$ cat config.mk
export PLATFORM = sky130hd
export DESIGN_NAME = wallace_accum_seq_flat
export DESIGN_NICKNAME = d
export VERILOG_FILES = /design/src/rtl/mpu_pkg.sv /design/src/rtl/wallace_accum_seq_if.sv /design/src/rtl/wallace_accum_seq.sv /design/src/flat_wrapper.sv
export SDC_FILE = /design/constraint.sdc
export NUM_CORES = 1
export LEC_CHECK = 0
export CAP_MARGIN = 15
export CORE_ASPECT_RATIO = 1.1
export CORE_MARGIN = 5
export CORE_UTILIZATION = 27
export CTS_BUF_LIST = sky130_fd_sc_hd__clkbuf_8 sky130_fd_sc_hd__clkbuf_16
export DETAILED_ROUTE_END_ITERATION = 16
export GPL_ROUTABILITY_DRIVEN = 0
export PLACE_DENSITY_LB_ADDON = 0.25
export RECOVER_POWER = 25
export SLEW_MARGIN = 0
export SYNTH_ARGS = -nofsm -noshare
export SYNTH_HDL_FRONTEND = slang
export SYNTH_SLANG_ARGS = --single-unit
$ cat constraint.sdc
create_clock -name clock -period 1.8 [get_ports clock]
set_clock_uncertainty 0.2 [all_clocks]
set_input_delay 0.54 -clock clock [delete_from_list [all_inputs] [get_ports clock]]
set_output_delay 0.54 -clock clock [all_outputs]
set_load 0.05 [all_outputs]
$ cat src/rtl/mpu_pkg.sv
// Shared MPU reduction-path definitions.
//  - state_e       : sequencer FSM states
//  - WIDTH_DEF     : default datapath width (matches the wallaceTree width)
//  - LEN_W_DEF     : default beat-count field width
package mpu_pkg;

  localparam int WIDTH_DEF = 16;
  localparam int LEN_W_DEF = 8;

  typedef enum logic [1:0] {
    IDLE = 2'd0,
    ACC  = 2'd1,
    DONE = 2'd2
  } state_e;

endpackage

$ cat src/rtl/wallace_accum_seq_if.sv
// Bundle of the wallace_accum_seq job-control, operand-stream, tree-drive and
// result-stream signals.
//  slave  : the sequencer side (drives ready/busy/tree inputs/result)
//  master : the environment side (drives start/len/abort/beats/tree sum/out_ready)
interface wallace_accum_seq_if
  import mpu_pkg::*;
#(
  parameter int WIDTH = WIDTH_DEF,
  parameter int LEN_W = LEN_W_DEF
);
  // job control
  logic             io_start_i;
  logic [LEN_W-1:0] io_len_i;
  logic             io_abort_i;
  logic             io_busy_o;
  // operand beat stream
  logic             io_in_valid;
  logic             io_in_ready;
  logic [WIDTH-1:0] io_in_data_0;
  logic [WIDTH-1:0] io_in_data_1;
  logic [WIDTH-1:0] io_in_data_2;
  logic [WIDTH-1:0] io_in_data_3;
  // shared wallaceTree drive / result
  logic [WIDTH-1:0] io_tree_i_0;
  logic [WIDTH-1:0] io_tree_i_1;
  logic [WIDTH-1:0] io_tree_i_2;
  logic [WIDTH-1:0] io_tree_i_3;
  logic [WIDTH-1:0] io_tree_i_4;
  logic [WIDTH-1:0] io_tree_o;
  // result stream
  logic             io_out_valid;
  logic             io_out_ready;
  logic [WIDTH-1:0] io_out_data;

  modport slave (
    input  io_start_i, io_len_i, io_abort_i,
    output io_busy_o,
    input  io_in_valid, io_in_data_0, io_in_data_1, io_in_data_2, io_in_data_3,
    output io_in_ready,
    output io_tree_i_0, io_tree_i_1, io_tree_i_2, io_tree_i_3, io_tree_i_4,
    input  io_tree_o,
    output io_out_valid, io_out_data,
    input  io_out_ready
  );

  modport master (
    output io_start_i, io_len_i, io_abort_i,
    input  io_busy_o,
    output io_in_valid, io_in_data_0, io_in_data_1, io_in_data_2, io_in_data_3,
    input  io_in_ready,
    input  io_tree_i_0, io_tree_i_1, io_tree_i_2, io_tree_i_3, io_tree_i_4,
    output io_tree_o,
    input  io_out_valid, io_out_data,
    output io_out_ready
  );
endinterface

$ cat src/rtl/wallace_accum_seq.sv
// Sequencer for a shared 5-input combinational wallaceTree adder.
// Tree inputs 0..3 carry the current operand beat and input 4 carries the
// running accumulator, so one beat is reduced per cycle. After the programmed
// number of beats the sum is held on a valid/ready result port.
//  clock : rising-edge clock
//  reset : asynchronous, active-low
//  io    : wallace_accum_seq_if.slave (control, beat stream, tree drive, result)
module wallace_accum_seq
  import mpu_pkg::*;
#(
  parameter int WIDTH = WIDTH_DEF,
  parameter int LEN_W = LEN_W_DEF
) (
  input  logic               clock,
  input  logic               reset,
  wallace_accum_seq_if.slave io
);

  state_e           state_q, state_d;
  logic [WIDTH-1:0] acc_q,   acc_d;
  logic [LEN_W-1:0] rem_q,   rem_d;
  logic             fire;

  // Tree drive is purely combinational in every state; the tree sum is only
  // captured when a beat actually fires.
  assign io.io_tree_i_0 = io.io_in_data_0;
  assign io.io_tree_i_1 = io.io_in_data_1;
  assign io.io_tree_i_2 = io.io_in_data_2;
  assign io.io_tree_i_3 = io.io_in_data_3;
  assign io.io_tree_i_4 = acc_q;

  // Abort masks ready so a beat offered alongside abort is not consumed.
  assign io.io_in_ready  = (state_q == ACC) && !io.io_abort_i;
  assign fire            = io.io_in_ready && io.io_in_valid;
  assign io.io_out_valid = (state_q == DONE);
  assign io.io_out_data  = (state_q == DONE) ? acc_q : '0;
  assign io.io_busy_o    = (state_q != IDLE);

  always_comb begin
    state_d = state_q;
    acc_d   = acc_q;
    rem_d   = rem_q;
    if (io.io_abort_i) begin
      state_d = IDLE;
      acc_d   = '0;
      rem_d   = '0;
    end else begin
      unique case (state_q)
        IDLE: begin
          if (io.io_start_i) begin
            acc_d   = '0;
            rem_d   = io.io_len_i;
            // A zero-length job goes straight to DONE with a zero result.
            state_d = (io.io_len_i != '0) ? ACC : DONE;
          end
        end
        ACC: begin
          if (fire) begin
            acc_d = io.io_tree_o;
            rem_d = rem_q - LEN_W'(1);
            if (rem_q == LEN_W'(1)) state_d = DONE;
          end
        end
        DONE: begin
          // Returning to IDLE here guarantees one IDLE cycle before a new start.
          if (io.io_out_ready) state_d = IDLE;
        end
        default: state_d = IDLE;
      endcase
    end
  end

  always_ff @(posedge clock or negedge reset) begin
    if (!reset) begin
      state_q <= IDLE;
      acc_q   <= '0;
      rem_q   <= '0;
    end else begin
      state_q <= state_d;
      acc_q   <= acc_d;
      rem_q   <= rem_d;
    end
  end

endmodule

$ cat src/flat_wrapper.sv
// flat-port wrapper written by rule: the top's interface ports become plain ports
module wallace_accum_seq_flat import mpu_pkg::*;
#(
  parameter int WIDTH = WIDTH_DEF,
  parameter int LEN_W = LEN_W_DEF
)
  (clock, reset, io_io_start_i, io_io_len_i, io_io_abort_i, io_io_busy_o, io_io_in_valid, io_io_in_data_0, io_io_in_data_1, io_io_in_data_2, io_io_in_data_3, io_io_in_ready, io_io_tree_i_0, io_io_tree_i_1, io_io_tree_i_2, io_io_tree_i_3, io_io_tree_i_4, io_io_tree_o, io_io_out_valid, io_io_out_data, io_io_out_ready);
  wallace_accum_seq_if #(.WIDTH(WIDTH), .LEN_W(LEN_W)) io_i ();
  input  logic clock;
  input  logic reset;
  input wire logic [$bits(io_i.io_start_i)-1:0] io_io_start_i;
  input wire logic [$bits(io_i.io_len_i)-1:0] io_io_len_i;
  input wire logic [$bits(io_i.io_abort_i)-1:0] io_io_abort_i;
  output wire logic [$bits(io_i.io_busy_o)-1:0] io_io_busy_o;
  input wire logic [$bits(io_i.io_in_valid)-1:0] io_io_in_valid;
  input wire logic [$bits(io_i.io_in_data_0)-1:0] io_io_in_data_0;
  input wire logic [$bits(io_i.io_in_data_1)-1:0] io_io_in_data_1;
  input wire logic [$bits(io_i.io_in_data_2)-1:0] io_io_in_data_2;
  input wire logic [$bits(io_i.io_in_data_3)-1:0] io_io_in_data_3;
  output wire logic [$bits(io_i.io_in_ready)-1:0] io_io_in_ready;
  output wire logic [$bits(io_i.io_tree_i_0)-1:0] io_io_tree_i_0;
  output wire logic [$bits(io_i.io_tree_i_1)-1:0] io_io_tree_i_1;
  output wire logic [$bits(io_i.io_tree_i_2)-1:0] io_io_tree_i_2;
  output wire logic [$bits(io_i.io_tree_i_3)-1:0] io_io_tree_i_3;
  output wire logic [$bits(io_i.io_tree_i_4)-1:0] io_io_tree_i_4;
  input wire logic [$bits(io_i.io_tree_o)-1:0] io_io_tree_o;
  output wire logic [$bits(io_i.io_out_valid)-1:0] io_io_out_valid;
  output wire logic [$bits(io_i.io_out_data)-1:0] io_io_out_data;
  input wire logic [$bits(io_i.io_out_ready)-1:0] io_io_out_ready;
  assign io_i.io_start_i = io_io_start_i;
  assign io_i.io_len_i = io_io_len_i;
  assign io_i.io_abort_i = io_io_abort_i;
  assign io_io_busy_o = io_i.io_busy_o;
  assign io_i.io_in_valid = io_io_in_valid;
  assign io_i.io_in_data_0 = io_io_in_data_0;
  assign io_i.io_in_data_1 = io_io_in_data_1;
  assign io_i.io_in_data_2 = io_io_in_data_2;
  assign io_i.io_in_data_3 = io_io_in_data_3;
  assign io_io_in_ready = io_i.io_in_ready;
  assign io_io_tree_i_0 = io_i.io_tree_i_0;
  assign io_io_tree_i_1 = io_i.io_tree_i_1;
  assign io_io_tree_i_2 = io_i.io_tree_i_2;
  assign io_io_tree_i_3 = io_i.io_tree_i_3;
  assign io_io_tree_i_4 = io_i.io_tree_i_4;
  assign io_i.io_tree_o = io_io_tree_o;
  assign io_io_out_valid = io_i.io_out_valid;
  assign io_io_out_data = io_i.io_out_data;
  assign io_i.io_out_ready = io_io_out_ready;
  wallace_accum_seq #(.WIDTH(WIDTH), .LEN_W(LEN_W)) u_core (.clock(clock), .reset(reset), .io(io_i));
endmodule
==> flow_summary.ini, run 1 <==
[yosys]
synth_ff_type = dfrtp_1
syn_area_per_cell_um2 = 8.40
synth_top_area_share_pct = 34.1
synth_cells = 227
ys_top_cells_by_count = buf_4, dfrtp_1, o21ai_0
synthTopCellsByArea = dfrtp_1, buf_4, o21ai_0
seq_area_frac_synth_pct = 34.1
ys_types = 32
yosys.area.top_type = dfrtp_1
yosysMostFrequentCell = buf_4
yosys_warnings = 0
synth_fp_nets = 323
synthArstFlopShare_pct = 100
netlist_area_mm2 = 0.00191
synth_seq_cells = 26
synth_edf_count = 0

[die]
die-height_um = 98.1
rows = 32
core-area_mm2 = 0.00697
fp.dieW_um = 90.1
die_area_mm2 = 0.00884
io-pin-count = 193
initial_core_util_pct = 27.4

[routing]
drc = 0
drt-pass1-iter-count = 3
vias = 1547
first_iter_violations = 32
postRouteAntennaNets = 0
wl_per_cell_um = 16.6
drt_wl_total_mm = 5.57
post_drt_via_cell_ratio = 4.60

[global_routing]
grt_pass1_vias = 1566
antenna_found_initial = 0
grt_pass1_wl_mm = 8.18
overflow = 0
grt_usage_pct = 11.2
grt_max_degree = 41

[hold_path]
hold_path.class = reg2reg

[clock_network]
hold_buffers = 0
path_clk_slew_ns = 0.09
clk_latency_ns = 0.27
cts_buffers = 3
cts-root-buf = clkbuf_8
clock-sinks = 26
cts_tree = built
clockBufferDepth = 2
htreeDepth = 1

[setup_path]
worstPathRequired_ns = 1.06
crit_arrival_ns = 1.31
critPathKind = reg2out
endpoint_kind = primary output
startpoint_type = flip-flop
critical_path.max_fanout = 15

[pwr]
p_leak_nw = 1.23
pwr-share-comb_pct = 55.6
power.internal_mw = 1.60
p_clk_share_pct = 14.5
swShare_pct = 39.7
switchingPower_mw = 1.06
power.density_mw_per_mm2 = 896
seqPwrFrac_pct = 29.8
ir_drop_mv = 0.390

[placed_design]
port_buffers = 64
place_hpwl_mm = 3.96
place_ws_ns = -0.316
placed_cells = 323

[layout]
nets = 348
final_cells = 336
drive_gt1_share_pct = 41.0
fin_util_pct = 42.6
diodes = 0
area_growth_pct = 55.6

[timing]
max_freq_mhz = 487
slew_viol_final = 0
tightestPinTransition_ns = 0.685
relSlewSlack_pct = 54.3
hold_viol = 0
setup_viol = 20
timing.final.ws_setup_ns = -0.254
period_needed_ns = 2.05
fin_crit_sh_pct = 114
rsz0062_at_grt = yes

[run_status]
violations = negative setup slack
status = complete, but fails checks

[run]
drv_cap = 0
==> stage by stage <==
step | total power [mW] | TNS (ns) | hold WS [ns] | instance area [um2]
2_1_floorplan | 1.88 | 0 | 0.0444 | 1980
3_3_place_gp | 2.04 | -5.52 | 0.276 | 2690
3_5_place_dp | 2.06 | -5.56 | 0.280 | 2690
4_1_cts | 2.49 | -4.70 | 0.308 | 2790
5_1_grt | 2.81 | -6.07 | 0.332 | 2970
6_report | 2.66 | -4.35 | 0.305 | 2970
==> sequential cells by signal, indices dropped and copies added (netlist names) <==
name / flops
u_core.io.io_tree_i_4: 16
u_core.rem_q: 8
u_core.state_q: 2
==> cell type report <==
class,instances,area [um2]
fill,690,4000
clock buffer,4,55.1
tap,85,106
timing repair buffer,93,1300
multi-input combinational,108,782
sequential,26,652
inverter,20,75.1
==> worst max-delay path, cell delays in order (launching register included) <==
cell,delay [ns]
dfrtp_2,0.44
nor2b_4,0.15
buf_12,0.15
and2_2,0.17
buf_12,0.13
==> worst paths after layout <==
check                                  start  cells after the start  slack [ns]                       end
setup / recovery           u_core.state_q[0]                      4       -0.25         io_io_out_data[2]
hold / removal               u_core.rem_q[6]                      1        0.31           u_core.rem_q[6]
setup reg to reg           u_core.state_q[0]                      7       -0.01           u_core.rem_q[4]
hold reg to reg              u_core.rem_q[6]                      1        0.31           u_core.rem_q[6]
max in group asynchronous              reset                      2        0.29         u_core.state_q[0]
min in group asynchronous              reset                      2        0.63  u_core.io.io_tree_i_4[0]
==> placed cells by master (no fill, tap or decap), types with 2 or more instances in the layout <==
| master | synthesis | final |
|---|---|---|
| buf_12 | 0 | 36 |
| clkdlybuf4s50_1 | 0 | 25 |
| dfrtp_1 | 26 | 25 |
| buf_4 | 65 | 19 |
| inv_1 | 20 | 18 |
| nand3_1 | 17 | 17 |
| o21ai_0 | 22 | 17 |
| and2_4 | 0 | 8 |
| and2_2 | 0 | 8 |
| nor2_1 | 9 | 8 |
| a21oi_1 | 9 | 8 |
| o2bb2ai_1 | 5 | 5 |
| o21ai_1 | 0 | 5 |
| nor3_1 | 4 | 4 |
| clkbuf_8 | 0 | 4 |
| buf_6 | 0 | 4 |
| nor4_4 | 0 | 3 |
| clkbuf_16 | 0 | 3 |
| inv_2 | 0 | 2 |
| nand2_1 | 2 | 2 |
| o22ai_1 | 2 | 2 |
| dlymetal6s2s_1 | 0 | 2 |
==> cells by family (layout without fill, tap and decap cells) <==
group / count (synthesis) / in the layout / share of synthesized area [%]
simple gates: 62 / 62 / 19.2
mux: 1 / 1 / 0.525
compound gates: 43 / 43 / 13.5
fa+ha+maj: 2 / 2 / 1.31
flops: 26 / 26 / 34.1
buf+inv: 93 / 117 / 31.4
==> per-layer routing <==
layer | up-vias | GRT usage (%) | share of wire (%) | routed length [um]
met5 | - | 0 | 0 | 0
met4 | 0 | 7.67 | 5.3 | 297
met3 | 40 | 3.31 | 7.1 | 393
met2 | 64 | 17.6 | 48 | 2670
met1 | 709 | 13.1 | 40 | 2210
li1 | 734 | - | - | -
==> power groups by stage <==
stage | clock, mW | sequential [mW] | combinational (mW)
CTS | 0.403 | 0.787 | 1.30
detailed placement | 0 | 0.795 | 1.26
finish | 0.387 | 0.793 | 1.48
global placement | 0 | 0.792 | 1.25
global route | 0.419 | 0.808 | 1.59
floorplan | 0 | 0.926 | 0.952
==> what timing repair did <==
item | in CTS | in global routing
resized for setup | 7 | 23
pin swaps | 0 | 7
setup buffers | 2 | 4
cloned | 0 | 3
setup endpoints to repair | 22 | 27
Power figures use the tool's default switching activity.
==> inputs of run 2 (changes only) <==
--- a/config.mk
+++ b/config.mk
@@ -11,7 +11,8 @@
 export CORE_UTILIZATION = 27
 export CTS_BUF_LIST = sky130_fd_sc_hd__clkbuf_8 sky130_fd_sc_hd__clkbuf_16
 export DETAILED_ROUTE_END_ITERATION = 16
-export GPL_ROUTABILITY_DRIVEN = 0
+export GPL_ROUTABILITY_DRIVEN = 1
+export MAX_ROUTING_LAYER = met4
 export PLACE_DENSITY_LB_ADDON = 0.25
 export RECOVER_POWER = 25
 export SLEW_MARGIN = 0
==> run 2 against run 1 <==
Against the previous run:
- the flow still finishes with violations (negative setup slack)
- worst setup slack about the same
- power about the same
- register-to-register slack about the same
- fmax hardly changed
- combinational power about the same
- utilization unchanged
- routed wire length grew 0.54%
- critical path type unchanged
==> flow_summary.ini, run 2 (synthesis gave the netlist of run 1 again) <==
[timing]
fin_setup_tns_ns = -4.36
timing.final.ws_setup_ns = -0.255
period_needed_ns = 2.05
setup_viol = 20
relSlewSlack_pct = 53.8
slew_viol_final = 0
max_freq_mhz = 487
tightestPinTransition_ns = 0.692
hold_viol = 0
rsz0062_at_grt = yes
fin_crit_sh_pct = 114

[die]
fp.dieW_um = 90.1
rows = 32
initial_core_util_pct = 27.4
die_area_mm2 = 0.00884
core-area_mm2 = 0.00697
io-pin-count = 193
die-height_um = 98.1

[placed_design]
place_hpwl_mm = 3.96
port_buffers = 64
gp_congestion = 0.783
place_ws_ns = -0.316

[setup_path]
path_cells = nor2b_4, buf_12, and2_2, buf_12
timing.rr.start = u_core.state_q[0]
crit_arrival_ns = 1.31
critPathTopFamily = flip-flops
worst_path_most_repeated_cell = buf_12
startpoint_type = flip-flop
critPathKind = reg2out
endpoint_kind = primary output
worstPathRequired_ns = 1.06
crit_slowest_cell = dfrtp_2
rrSetupSlack_ns = -0.01
worstSetupStartpoint = u_core.state_q[0]
path_buf_inv = 2
slowest_delay_ns = 0.44
critical_path.max_fanout = 15

[routing]
drt_wl_total_mm = 5.60
postRouteAntennaNets = 0
vias = 1548
drc = 0
wl_per_cell_um = 16.7
first_iter_violations = 36
drt-pass1-iter-count = 2
post_drt_via_cell_ratio = 4.61

[clock_network]
clk_latency_ns = 0.27
clock-sinks = 26
htreeDepth = 1
clockBufferDepth = 2
cts_tree = built
hold_buffers = 0
path_clk_slew_ns = 0.09
cts_buffers = 3
cts-root-buf = clkbuf_8

[hold_path]
hold_path.class = reg2reg
min-delay-start = u_core.rem_q[6]

[layout]
final_cell_mix = buf_12, clkdlybuf4s50_1, dfrtp_1, buf_4, inv_1
area_growth_pct = 55.6
largest_reg_flops = 16
fillCellCount = 690
nets = 348
diodes = 0
layout_commonest_cell = buf_12
drive_gt1_share_pct = 41.0
multiInputGateArea_um2 = 782
seqCellArea_um2 = 652

[pwr]
p_total_mw = 2.66
power.density_mw_per_mm2 = 897
p_leak_nw = 1.23
ir_drop_mv = 0.390

[run]
drv_cap = 0

[global_routing]
grt_usage_pct = 11.6
grt_max_degree = 41
antenna_found_initial = 0
grt_pass1_wl_mm = 8.21
overflow = 0
grt_pass1_vias = 1562

[run_status]
status = complete, but fails checks
violations = negative setup slack
## run 2: cell counts in the layout (fill, tap and decap cells not counted)
No cell type changed its count.
## run 2: power breakdown
group,internal [mW],switching (mW),total (mW)
clock,0.196,0.192,0.388
combinational,0.728,0.753,1.48
sequential,0.680,0.113,0.793
total,1.60,1.06,2.66
## run 2: layer usage
metal	vias to the layer above	GRT usage, %	part of all wire (%)
met5	-	-	0
met3	40	3.31	7.1
met2	64	17.5	47
li1	736	-	-
met4	0	7.67	5.2
met1	708	13.4	40
## run 2: cell type report
cell class,instances,share of cell area (%)
sequential,26,22.0
timing repair buffer,93,43.7
inverter,20,2.53
clock buffer,4,1.85
multi-input combinational,108,26.3
tap,85,3.58
## run 2: timing repair
action / 4_1_cts / 5_1_grt
endpoints found under the setup margin: 22 / 27
pin swaps: 0 / 7
cloned: 0 / 3
gates resized for setup: 7 / 23
buffers inserted: 2 / 4
## run 2: final timing paths
path | end | depth (start not counted)
hold / removal | u_core.rem_q[6] | 1
hold reg to reg | u_core.rem_q[6] | 1
setup / recovery | io_io_out_data[2] | 4
max in group asynchronous | u_core.state_q[0] | 2
setup reg to reg | u_core.rem_q[4] | 7
min in group asynchronous | u_core.io.io_tree_i_4[0] | 2
## run 2: worst reg2reg max path: stages, from the launching register on
cell and delay (ns):
dfrtp_2 0.44, buf_4 0.18, mux2i_4 0.20, o21bai_4 0.22, buf_6 0.14, clkbuf_16 0.13
o22a_1 0.12, o21ai_0 0.07
## run 2: metrics by stage
step | area, um2 | hold WS, ns | std cells | utilization (%)
finish | 2970 | 0.305 | 336 | 42.6
global route | 2970 | 0.332 | 336 | 42.6
CTS | 2790 | 0.308 | 329 | 40.0
detailed placement | 2690 | 0.280 | 323 | 38.7
global placement | 2690 | 0.276 | 323 | 38.7
floorplan | 1980 | 0.0444 | 227 | -
==> edit (config.mk and constraints of run 1) <==
Make the reset (`reset`) synchronous in one clocked block. Comments in the files are not updated.
--- a/src/rtl/wallace_accum_seq.sv
+++ b/src/rtl/wallace_accum_seq.sv
@@ -70,7 +70,7 @@
     end
   end
 
-  always_ff @(posedge clock or negedge reset) begin
+  always_ff @(posedge clock) begin
     if (!reset) begin
       state_q <= IDLE;
       acc_q   <= '0;
Function: differs if reset is asserted again (counterexample within 4 cycles, from zero or initial values and one cycle with reset low); with reset held inactive, the same outputs for 10 cycles.
==> edit against run 1 <==
The flow still finishes with violations (setup timing). Sequential cell count is the same. Wire length shrank 2.3%. Setup slack gained 0.14 ns. Cell count grew 5.7%. First-iteration DRC count grew 38%. Area after synthesis shrank 2.2%. Global-route usage grew 1.1 points. Utilization grew 1.6 points. Design area shrank 0.72%. Critical path type unchanged. Critical endpoint is now io_io_busy_o. Largest cell class unchanged.
Power is not compared: it rests on default switching activity, and its combinational part moved more than twofold at a synthesized area within 25%.
==> edit: results (changes against run 1) <==
Outcome
  – Status: finished, violations left
  – Failing checks: setup timing

Finish
  – Fillers: 637 (-7.7%)
  – Layout Utilization: 44.2% (+1.6 points)
  – Share of cells above drive strength 1: 41.0% (about the same)
  – Layout net count: 370 (+6.3%)

Min path
  – Cell depth of the worst hold path: 2 (+1)

Logic synthesis
  – Async SR Flop Fraction: 0% (-100 points)
  – Most common library cells after synthesis: buf_4, dfxtp_1, nand2_1
  – Yosys cell types: 38 (+19%)
  – Synthesized Nets: 342 (+5.9%)
  – Ys flop type: dfxtp_1
  – Top-area cell type share of the netlist area: 27.9% (-6.2 points)
  – Largest cells by area after synthesis: dfxtp_1, buf_4, a21oi_1

Drt
  – WL/cell: 15.3 um (-7.5%)
  – Vias per cell: 4.77 (+3.6%)
  – Iter 0 DRT Violations: 44 (+38%)
  – Initial DRT Pass Iterations: 4 (+1)

Place
  – Post-placement cell count: 345 (+6.8%)
  – Placed cell areas: 2740 um2 (+1.5%)
  – DP HPWL: 4170 um (+5.4%)
  – Dpl ws: -0.383 ns (-0.0669 ns)

Setup path
  – RR Startpoint: u_core.rem_q[1]$_SDFFE_PP0P_
  – Crit-path max FO: 6 (-9)
  – Crit path DAT: 1.17 ns (-0.14 ns)
  – Critical path startpoint: u_core.state_q[0]$_SDFFE_PP0P_
  – FF-to-FF End: u_core.rem_q[6]$_SDFFE_PP0P_
  – Slowest-stage cell, CP: dfxtp_2

Timing
  – Setup TNS: -1.65 ns (+2.69 ns)
  – Finish-stage setup viols: 20 (unchanged)
  – Final worst slack: -0.114 ns (+0.140 ns)
  – Min Hold Slack: 0.307 ns (+0.00173 ns)
  – Rel. slew slack: 78.7% (+24 points)

Global routing
  – Largest net degree at the start of global routing: 18 (-56%)
  – First-pass GRT wire length: 8490 um (+3.8%)
  – Global-route usage over all layers: 12.3% (+1.1 points)
  – Vias in the first global route: 1777 (+13%)

Clock network
  – CTS resizes: 18 (+11)
## edit: changes by cell type in the layout (fill, tap and decap cells not counted), moves of 3 or more
cell and change:
buf_4 +9, o211ai_1 +3, dfrtp_1 -25, inv_1 -16, nand2_1 +23, clkbuf_16 -3
a21oi_1 +15, o2bb2ai_1 -4, o21ai_1 -3, o21ai_0 -12, dfxtp_2 +3, dfxtp_1 +22
## edit: layer usage
layer / vias up / global-route usage (%) / share of wire [%]
li1: 818 / - / -
met1: 771 / 13.9 / 37
met2: 72 / 20.5 / 51
met3: 32 / 2.80 / 8.2
met4: 0 / 7.22 / 3.7
met5: - / 0 / 0
## edit: cells by family after synthesis
logic type      after synthesis  share of synthesized area, %
flops                        26                          27.9
compound gates               49                          16.1
simple gates                 87                          24.8
fa+ha+maj                     2                          1.34
buf+inv                      82                          29.8
## edit: area by class of cell
class,instances,share of cell area (%)
clock buffer,3,1.40
clock inverter,1,1.02
inverter,5,0.892
multi-input combinational,138,30.1
sequential,26,17.9
tap,82,3.48
timing repair buffer,100,45.2
